--- config.mk ---
export PLATFORM = sky130hd
export DESIGN_NAME = uart_rx
export DESIGN_NICKNAME = d
export VERILOG_FILES = /design/src/rtl/uart_rx.sv
export SDC_FILE = /design/constraint.sdc
export NUM_CORES = 1
export LEC_CHECK = 0
export CORE_MARGIN = 1
export CORE_UTILIZATION = 62
export CTS_BUF_LIST = sky130_fd_sc_hd__clkbuf_8
export CTS_CLUSTER_SIZE = 8
export DETAILED_ROUTE_END_ITERATION = 10
export PLACE_DENSITY = 0.82
export SETUP_SLACK_MARGIN = 0.05
export SLEW_MARGIN = 20
export SYNTH_ARGS = -nofsm -noshare
export SYNTH_HDL_FRONTEND = slang
export SYNTH_SLANG_ARGS = --single-unit
--- constraint.sdc ---
create_clock -name CLK -period 4.1 [get_ports CLK]
set_clock_uncertainty 0.1 [all_clocks]
set_input_delay 1.23 -clock CLK [delete_from_list [all_inputs] [get_ports CLK]]
set_output_delay 1.23 -clock CLK [all_outputs]
set_load 0.005 [all_outputs]
--- src/rtl/uart_rx.sv ---
// uart_rx: 8N1 LSB-first UART receiver with a byte FIFO, CPU port registers and a level interrupt.
module uart_rx #(
    parameter int CLOCK_FREQ      = 10000000,
    parameter int BAUD_RATE       = 115200,
    parameter int FIFO_DEPTH_BITS = 4
) (
    input  logic        CLK,
    input  logic        RSTb,
    input  logic [1:0]  ADDRESS,
    input  logic [15:0] DATA_IN,
    output logic [15:0] DATA_OUT,
    input  logic        memWR,
    input  logic        memRD,
    input  logic        rx_in,
    output logic        irq
);
    localparam int DIV   = CLOCK_FREQ / BAUD_RATE;
    localparam int HALF  = DIV / 2;
    localparam int CW    = $clog2(DIV);
    localparam int FB    = FIFO_DEPTH_BITS;
    localparam int NW    = FB + 1;
    localparam int DEPTH = 1 << FB;

    typedef enum logic [2:0] {IDLE, START, DATA, STOP, WAIT_HIGH} state_t;

    state_t         state, state_n;
    logic [1:0]     sync;
    logic           rxs;
    logic [CW-1:0]  cnt, cnt_n;
    logic [2:0]     idx, idx_n;
    logic [7:0]     sh, sh_n;
    logic           push, frame_set, tick;
    logic [7:0]     mem [DEPTH];
    logic [FB-1:0]  wp, rp;
    logic [NW-1:0]  count;
    logic           full, not_empty, push_ok, pop;
    logic           overrun, frame_err, irq_en;
    logic           ov_clr, fe_clr;
    logic [15:0]    rdata;
    logic           unused;

    assign rxs       = sync[1];
    assign tick      = cnt == '0;
    assign full      = count == NW'(DEPTH);
    assign not_empty = count != '0;
    assign push_ok   = push & ~full;
    assign pop       = memRD & (ADDRESS == 2'd0) & not_empty;
    assign ov_clr    = memWR & (ADDRESS == 2'd1) & DATA_IN[2];
    assign fe_clr    = memWR & (ADDRESS == 2'd1) & DATA_IN[3];
    assign unused    = ^{DATA_IN[15:4], DATA_IN[1]};

    always_comb begin
        state_n   = state;
        cnt_n     = tick ? cnt : cnt - CW'(1);
        idx_n     = idx;
        sh_n      = sh;
        push      = 1'b0;
        frame_set = 1'b0;
        case (state)
            IDLE: if (!rxs) begin
                state_n = START;
                cnt_n   = CW'(HALF - 1);
            end
            START: if (tick) begin
                state_n = rxs ? IDLE : DATA;
                cnt_n   = CW'(DIV - 1);
                idx_n   = '0;
            end
            DATA: if (tick) begin
                sh_n[idx] = rxs;
                idx_n     = idx + 3'd1;
                cnt_n     = CW'(DIV - 1);
                state_n   = (idx == 3'd7) ? STOP : DATA;
            end
            STOP: if (tick) begin
                state_n   = rxs ? IDLE : WAIT_HIGH;
                push      = rxs;
                frame_set = ~rxs;
            end
            WAIT_HIGH: if (rxs) state_n = IDLE;
            default: state_n = IDLE;
        endcase
    end

    // read mux sees pre-edge state, so a DATA read returns the head being popped
    always_comb begin
        rdata = ADDRESS == 2'd0 ? (not_empty ? {8'h00, mem[rp]} : 16'h0000) :
                ADDRESS == 2'd1 ? {12'h000, frame_err, overrun, full, not_empty} :
                ADDRESS == 2'd2 ? {15'h0000, irq_en} : 16'h0000;
    end

    always_ff @(posedge CLK) begin
        if (push_ok) mem[wp] <= sh;
    end

    always_ff @(posedge CLK or negedge RSTb) begin
        if (!RSTb) begin
            sync      <= 2'b11;
            state     <= IDLE;
            cnt       <= '0;
            idx       <= '0;
            sh        <= '0;
            wp        <= '0;
            rp        <= '0;
            count     <= '0;
            overrun   <= 1'b0;
            frame_err <= 1'b0;
            irq_en    <= 1'b0;
            irq       <= 1'b0;
            DATA_OUT  <= '0;
        end else begin
            sync      <= {sync[0], rx_in};
            state     <= state_n;
            cnt       <= cnt_n;
            idx       <= idx_n;
            sh        <= sh_n;
            wp        <= push_ok ? wp + FB'(1) : wp;
            rp        <= pop ? rp + FB'(1) : rp;
            count     <= count + NW'(push_ok) - NW'(pop);
            overrun   <= (push & full) | (overrun & ~ov_clr);
            frame_err <= frame_set | (frame_err & ~fe_clr);
            irq_en    <= (memWR && ADDRESS == 2'd2) ? DATA_IN[0] : irq_en;
            irq       <= irq_en & (not_empty | overrun | frame_err);
            DATA_OUT  <= memRD ? rdata : DATA_OUT;
        end
    end
endmodule

==> run_results.csv <==
group,metric,value,unit
floorplan,row_count,39,
worst_setup_path,r2r_end,"count[4]",
yosys,synth_largest_area_cell,"edfxtp_1",
pwr,powerDensity,520,mW/mm^2
floorplan,dieArea,0.0124,sq mm
yosys,synthMuxAreaShare,11.9,%
worst_setup_path,rrSetupSlack,0.71,ns
routing,wl_per_cell,21.7,um
yosys,synth_seq_area_share,67.9,%
yosys,synth_area_leaders,"edfxtp_1 (52%), dfrtp_1 (15%), mux4_2 (9.7%)",
hold_path,hp-class,"register to register",
clock_tree,cts_buffers,17,
yosys,synth_ff_type,"edfxtp_1",
worst_setup_path,cp.required,4.37,ns
yosys,post-synth-top-count-cell,"edfxtp_1",
yosys,synth-xor-area-share,1.77,%
global_routing,grt_pass1_vias,3988,
run_status,status,"finished with violations",
clock_tree,clk_pin_slew,0.08,ns
clock_tree,hold_buffers,0,
sta,final-hold-violation-count,0,
yosys,netlist.area_leader.share,51.7,%
finish,final_layout_size_suffix_gt1_share,17.6,%
finish,antennaDiodeCount,0,
placement,place.gp.congestion,0.771,
routing,ant_nets,0,
worst_setup_path,startpoint_type,"register",
floorplan,die_w,112,um
placement,placed_area,0.00774,sq mm
routing,wirelength,13.8,mm
sta,fin_crit,3.39,ns
hold_path,hold_path_depth,0,
clock_tree,cts_tree,"done",
pwr,leakage,2.84,nW
sta,setup_viol,0,
finish,final_nets,517,
worst_setup_path,crit_type,"register to register",
global_routing,grt_overflow,0,
sta,tns,0,ns
routing,vias_per_cell,6.28,
yosys,syn-instance-count,451,
worst_setup_path,startpoint,"cnt[3]",
yosys,yosysWarnings,0,
pwr,vdd_drop_max,0.368,mV
finish,design_area,0.00811,sq mm
sta,grt_setup_unrepaired,"no",
hold_path,min_to,"sync[1]",
yosys,synth_seq_cells,176,
yosys,synth_area,0.00743,sq mm
worst_setup_path,critPathArrivalTime,3.66,ns
yosys,synth_common_cells,"edfxtp_1 (128), dfrtp_1 (46), mux4_2 (32), inv_1 (19), and2_1 (18)",
placement,io_buffers,18,
hold_path,hp-start,"sync[0]",
yosys,synth_fa_ha_area_share,2.96,%
clock_tree,clkSinkCount,176,
routing,vias,3974,
yosys,async_reset_ff_share,27.3,%
global_routing,grt_pass1_wl,21.8,mm
clock_tree,postCtsSetupBuffers,0,
yosys,syn_avg_cell_area,16.5,sq um
placement,dp_hpwl,8.99,mm
yosys,netlist-cell-type-count,53,
routing,drc,3,
pwr,p_total,4.22,mW
global_routing,antenna_found_initial,0,
clock_tree,cts_resized,0,
clock_tree,clockBufferDepth,2,
global_routing,grt_max_degree,49,
sta,fin_crit_sh,82.7,%
yosys,synth_compound_area_share,4.68,%
flow_run,maxCapViolations,0,
routing,drt_iter0_markers,399,
clock_tree,clockRootBuffer,"clkbuf_8",
sta,slew_violations,0,
floorplan,core_area,0.0116,sq mm
yosys,synth_edf_count,128,
sta,worstMarginPinSlew,0.766,ns
yosys,synth_simple_gate_area_share,7.96,%
finish,areaGrowthSynthToFinish,9.07,%
yosys,synth_top_family_by_area,"multiplexers",
sta,maxSlewHeadroom,48.6,%
floorplan,ios,40,
worst_setup_path,crit_path_max_fanout,4,
global_routing,grtUsageTotal,24.5,%
sta,fmax,295,MHz
run_status,failed_checks,"design-rule violations",
worst_setup_path,end_kind,"register",
worst_setup_path,regToRegStartpoint,"cnt[3]",
worst_setup_path,r2r_cells,12,
floorplan,initial_utilization,64.3,%
clock_tree,cts_max_level,4,
floorplan,die_y,112,um
routing,drt-pass1-iter-count,10,
clock_tree,insertion_delay,0.44,ns
[final cells by class]
cell class / count / area, sq um
timing repair buffer: 24 / 235
clock buffer: 17 / 234
sequential: 176 / 5050
tap: 143 / 179
multi-input combinational: 237 / 2210
fill: 695 / 3460
clock inverter: 15 / 128
inverter: 21 / 78.8
[worst max path at each step]
stage	end	slack, ns	depth (start not counted)
global route	count[4]	0.57	12
global placement	count[4]	0.39	12
detailed placement	count[4]	0.34	12
CTS	count[4]	0.69	12
floorplan	count[4]	0.80	13
finish	count[4]	0.71	12
[worst max-delay path: stages (launching register included)]
cell,delay (ns)
dfrtp_1,0.43
or4_4,0.57
or4_1,0.56
nor2_2,0.20
inv_1,0.08
ha_1,0.29
inv_1,0.04
ha_1,0.20
fa_1,0.41
a21oi_1,0.16
nor2_1,0.05
nor2_1,0.11
xnor2_1,0.13
[cells in the final DEF, fill, tap and decap left out, drive strengths merged, types with 3 or more instances in the layout]
master | netlist | final
edfxtp | 128 | 128
dfrtp | 46 | 46
mux4 | 32 | 32
inv | 20 | 23
and2 | 18 | 18
nand3 | 17 | 17
clkbuf | 10 | 17
clkdlybuf4s50 | 0 | 17
ha | 16 | 16
nand2 | 15 | 15
nor2 | 13 | 13
a22o | 12 | 12
o21ai | 11 | 11
mux2 | 11 | 11
xnor2 | 9 | 9
conb | 1 | 8
clkinv | 1 | 8
a21oi | 7 | 7
nor2b | 7 | 7
buf | 14 | 7
nor4 | 7 | 7
nand2b | 6 | 6
xor2 | 6 | 6
nor3 | 4 | 4
mux2i | 4 | 4
a31oi | 3 | 3
nand4 | 3 | 3
a221oi | 3 | 3
o22ai | 3 | 3
clkinvlp | 0 | 3
or4 | 3 | 3
[power by group]
part,switching [mW],total [mW],internal (mW)
registers,0.169,2.16,1.99
logic,0.446,0.950,0.504
clock network,0.578,1.10,0.525
total,1.19,4.22,3.02
[registers in the layout (all words and copies together), names as in the netlist, 4 cells and up]
signal and count:
sh 8, cnt 7, DATA_OUT 8, count 5
mem 128, rp 4, wp 4
[cell families (layout without fill, tap and decap cells)]
kind of cell / Yosys count / in the layout
XOR/XNOR: 15 / 15
multiplexers: 47 / 47
other: 1 / 8
flip-flops: 176 / 176
adder cells (fa/ha/maj): 17 / 17
buffers and inverters: 45 / 77
AND/OR/NAND/NOR: 100 / 100
AO/OA/AOI/OAI: 50 / 50
[through the flow]
| stage | setup WS (ns) | std cells | utilization (%) | hold WS [ns] |
|---|---|---|---|---|
| 2_1_floorplan | 0.801 | 458 | - | 0.245 |
| 3_3_place_gp | 0.391 | 601 | 67.0 | 0.249 |
| 3_5_place_dp | 0.340 | 601 | 67.0 | 0.253 |
| 4_1_cts | 0.694 | 633 | 70.1 | 0.262 |
| 5_1_grt | 0.571 | 633 | 70.1 | 0.266 |
| 6_report | 0.711 | 633 | 70.1 | 0.261 |
[routing by layer]
metal	wire length (um)	track usage, %	vias to the layer above
li1	-	-	1777
met1	5780	32.6	2058
met2	7020	40.1	116
met3	665	5.23	23
met4	298	10.1	0
met5	0	0	-
(Power assumes the default switching activity.)
==> variant (config.mk and constraints unchanged) <==
The parameter `FIFO_DEPTH_BITS` goes from 4 to 2.
--- a/src/rtl/uart_rx.sv
+++ b/src/rtl/uart_rx.sv
@@ -2,7 +2,7 @@
 module uart_rx #(
     parameter int CLOCK_FREQ      = 10000000,
     parameter int BAUD_RATE       = 115200,
-    parameter int FIFO_DEPTH_BITS = 4
+    parameter int FIFO_DEPTH_BITS = 2
 ) (
     input  logic        CLK,
     input  logic        RSTb,
Check against the original RTL: no difference found for any inputs over 10 cycles, from zero or initial values and one cycle with RSTb low; that may be too few to reach the edited logic, so the function may still have changed.
==> variant against the unedited design <==
Non-clock buffer count fell by 5; core utilization up 1.4 points; synthesized area decreased by 55%; synthesized cell count fell by 45%; wire length is 61% lower; total power shrank 59%; largest power group unchanged; sequential cell count fell by 102; setup slack better by 130 ps; clock power decreased by 59%; highest routed layer unchanged; global-route usage decreased by 2.3 points; design area decreased by 54%; sequential power shrank 56%.
==> variant: results <==
INSERT INTO impl_metrics (metric_group, metric, value, unit) VALUES
('place', 'detailedPlacementHpwl', '3.67', 'mm'),
('place', 'routabilityCongestion', '0.867', ''),
('yosys', 'synth_ff_type', 'sky130_fd_sc_hd__dfrtp_1', ''),
('place', 'detailed_place.area', '0.00354', 'mm^2'),
('routing', 'avgViaCountPerCell', '5.61', ''),
('sta', 'timing_worst_slew_pin_value', '937', 'ps'),
('pwr', 'share_comb_of_total_power', '0.195', ''),
('routing', 'first_pass_iters', '4', ''),
('grt', 'grt_pass1_wl', '8.77', 'mm'),
('yosys', 'yosysSeqAreaShare', '0.601', ''),
('clock_network', 'clkLatencyLatePin', '340', 'ps'),
('layout', 'reg_top3', 'mem: 32 flops, DATA_OUT: 8 flops, sh: 8 flops', ''),
('pwr', 'ir_worst_vdd', '0.000275', 'V'),
('sta', 'fin_crit_sh', '0.795', ''),
('grt', 'pin_count_of_the_biggest_net_entering_global_routing', '43', ''),
('yosys', 'synth.top_cells.by_count', 'sky130_fd_sc_hd__dfrtp_1, sky130_fd_sc_hd__edfxtp_1, sky130_fd_sc_hd__nand2_1', ''),
('layout', 'num-nets-final', '304', ''),
('place', 'pre_cts_ws', '508', 'ps'),
('grt', 'globalRouteTotalUtil', '0.222', ''),
('run_status', 'run_status', 'finished, final reports clean', '');
==> variant: cell types whose count changed in the layout (fill, tap and decap cells not counted), moves of 8 or more <==
cell,delta
sky130_fd_sc_hd__and2_1,-12
sky130_fd_sc_hd__edfxtp_1,-96
sky130_fd_sc_hd__mux4_2,-24
sky130_fd_sc_hd__o21ai_0,-10
sky130_fd_sc_hd__a22o_1,-12
sky130_fd_sc_hd__mux2_2,-10
sky130_fd_sc_hd__o21ai_1,+8
sky130_fd_sc_hd__mux2_1,+9
==> variant: cell type report <==
type,instances,area share
well taps,70,0.0237
repair buffers,19,0.0494
clock inverters,6,0.00609
clock buffers,10,0.0372
inverters,16,0.0162
flip-flops and latches,74,0.544
multi-input cells,149,0.323
==> variant: routing by layer <==
metal,vias to the layer above,global-route usage,wire (um),part of all wire
met5,-,0,0,0
met4,0,0.0823,64,0.012
met3,5,0.0873,183,0.034
met2,42,0.367,2740,0.51
met1,959,0.265,2390,0.44
li1,925,-,-,-
==> variant: final timing paths <==
kind                                        start                      end  cells past startpoint
max in group asynchronous                    RSTb       idx[2]$_DFFE_PN0P_                      1
worst max register to register   cnt[0]$_DFF_PN0_       count[2]$_DFF_PN0_                     12
worst min-delay path            sync[0]$_DFF_PN1_        sync[1]$_DFF_PN1_                      0
worst max-delay path             cnt[0]$_DFF_PN0_       count[2]$_DFF_PN0_                     12
worst min register to register  sync[0]$_DFF_PN1_        sync[1]$_DFF_PN1_                      0
min in group asynchronous                    RSTb  DATA_OUT[5]$_DFFE_PN0P_                      1
==> variant: worst max-delay path, stage by stage, from the launching register on <==
cell,delay (ps)
sky130_fd_sc_hd__dfrtp_1,400
sky130_fd_sc_hd__inv_1,100
sky130_fd_sc_hd__ha_1,200
sky130_fd_sc_hd__nor2b_1,330
sky130_fd_sc_hd__nand3_1,210
sky130_fd_sc_hd__nor4_4,500
sky130_fd_sc_hd__inv_1,100
sky130_fd_sc_hd__ha_1,290
sky130_fd_sc_hd__inv_1,40
sky130_fd_sc_hd__ha_1,190
sky130_fd_sc_hd__fa_1,390
sky130_fd_sc_hd__xor2_1,160
sky130_fd_sc_hd__xnor2_1,120
==> variant: through the flow <==
stage	instances	util	hold WS, ps	power [W]
final	344	0.716	257	0.00174
after detailed placement	328	0.685	248	0.00129
after CTS	344	0.716	258	0.00175
after floorplan	257	-	245	0.00119
after global routing	344	0.716	259	0.00183
after global placement	328	0.685	246	0.00128
==> variant: cell families (layout without fill, tap and decap cells) <==
group | Yosys count | count (layout) | share of synthesized area
buf+inv | 34 | 51 | 0.0507
xor+xnor | 9 | 9 | 0.0235
mux | 20 | 20 | 0.0932
compound gates | 28 | 28 | 0.0578
simple gates | 72 | 72 | 0.126
fa+ha+maj | 12 | 12 | 0.0470
other cells | 1 | 8 | 0.00112
flops | 74 | 74 | 0.601
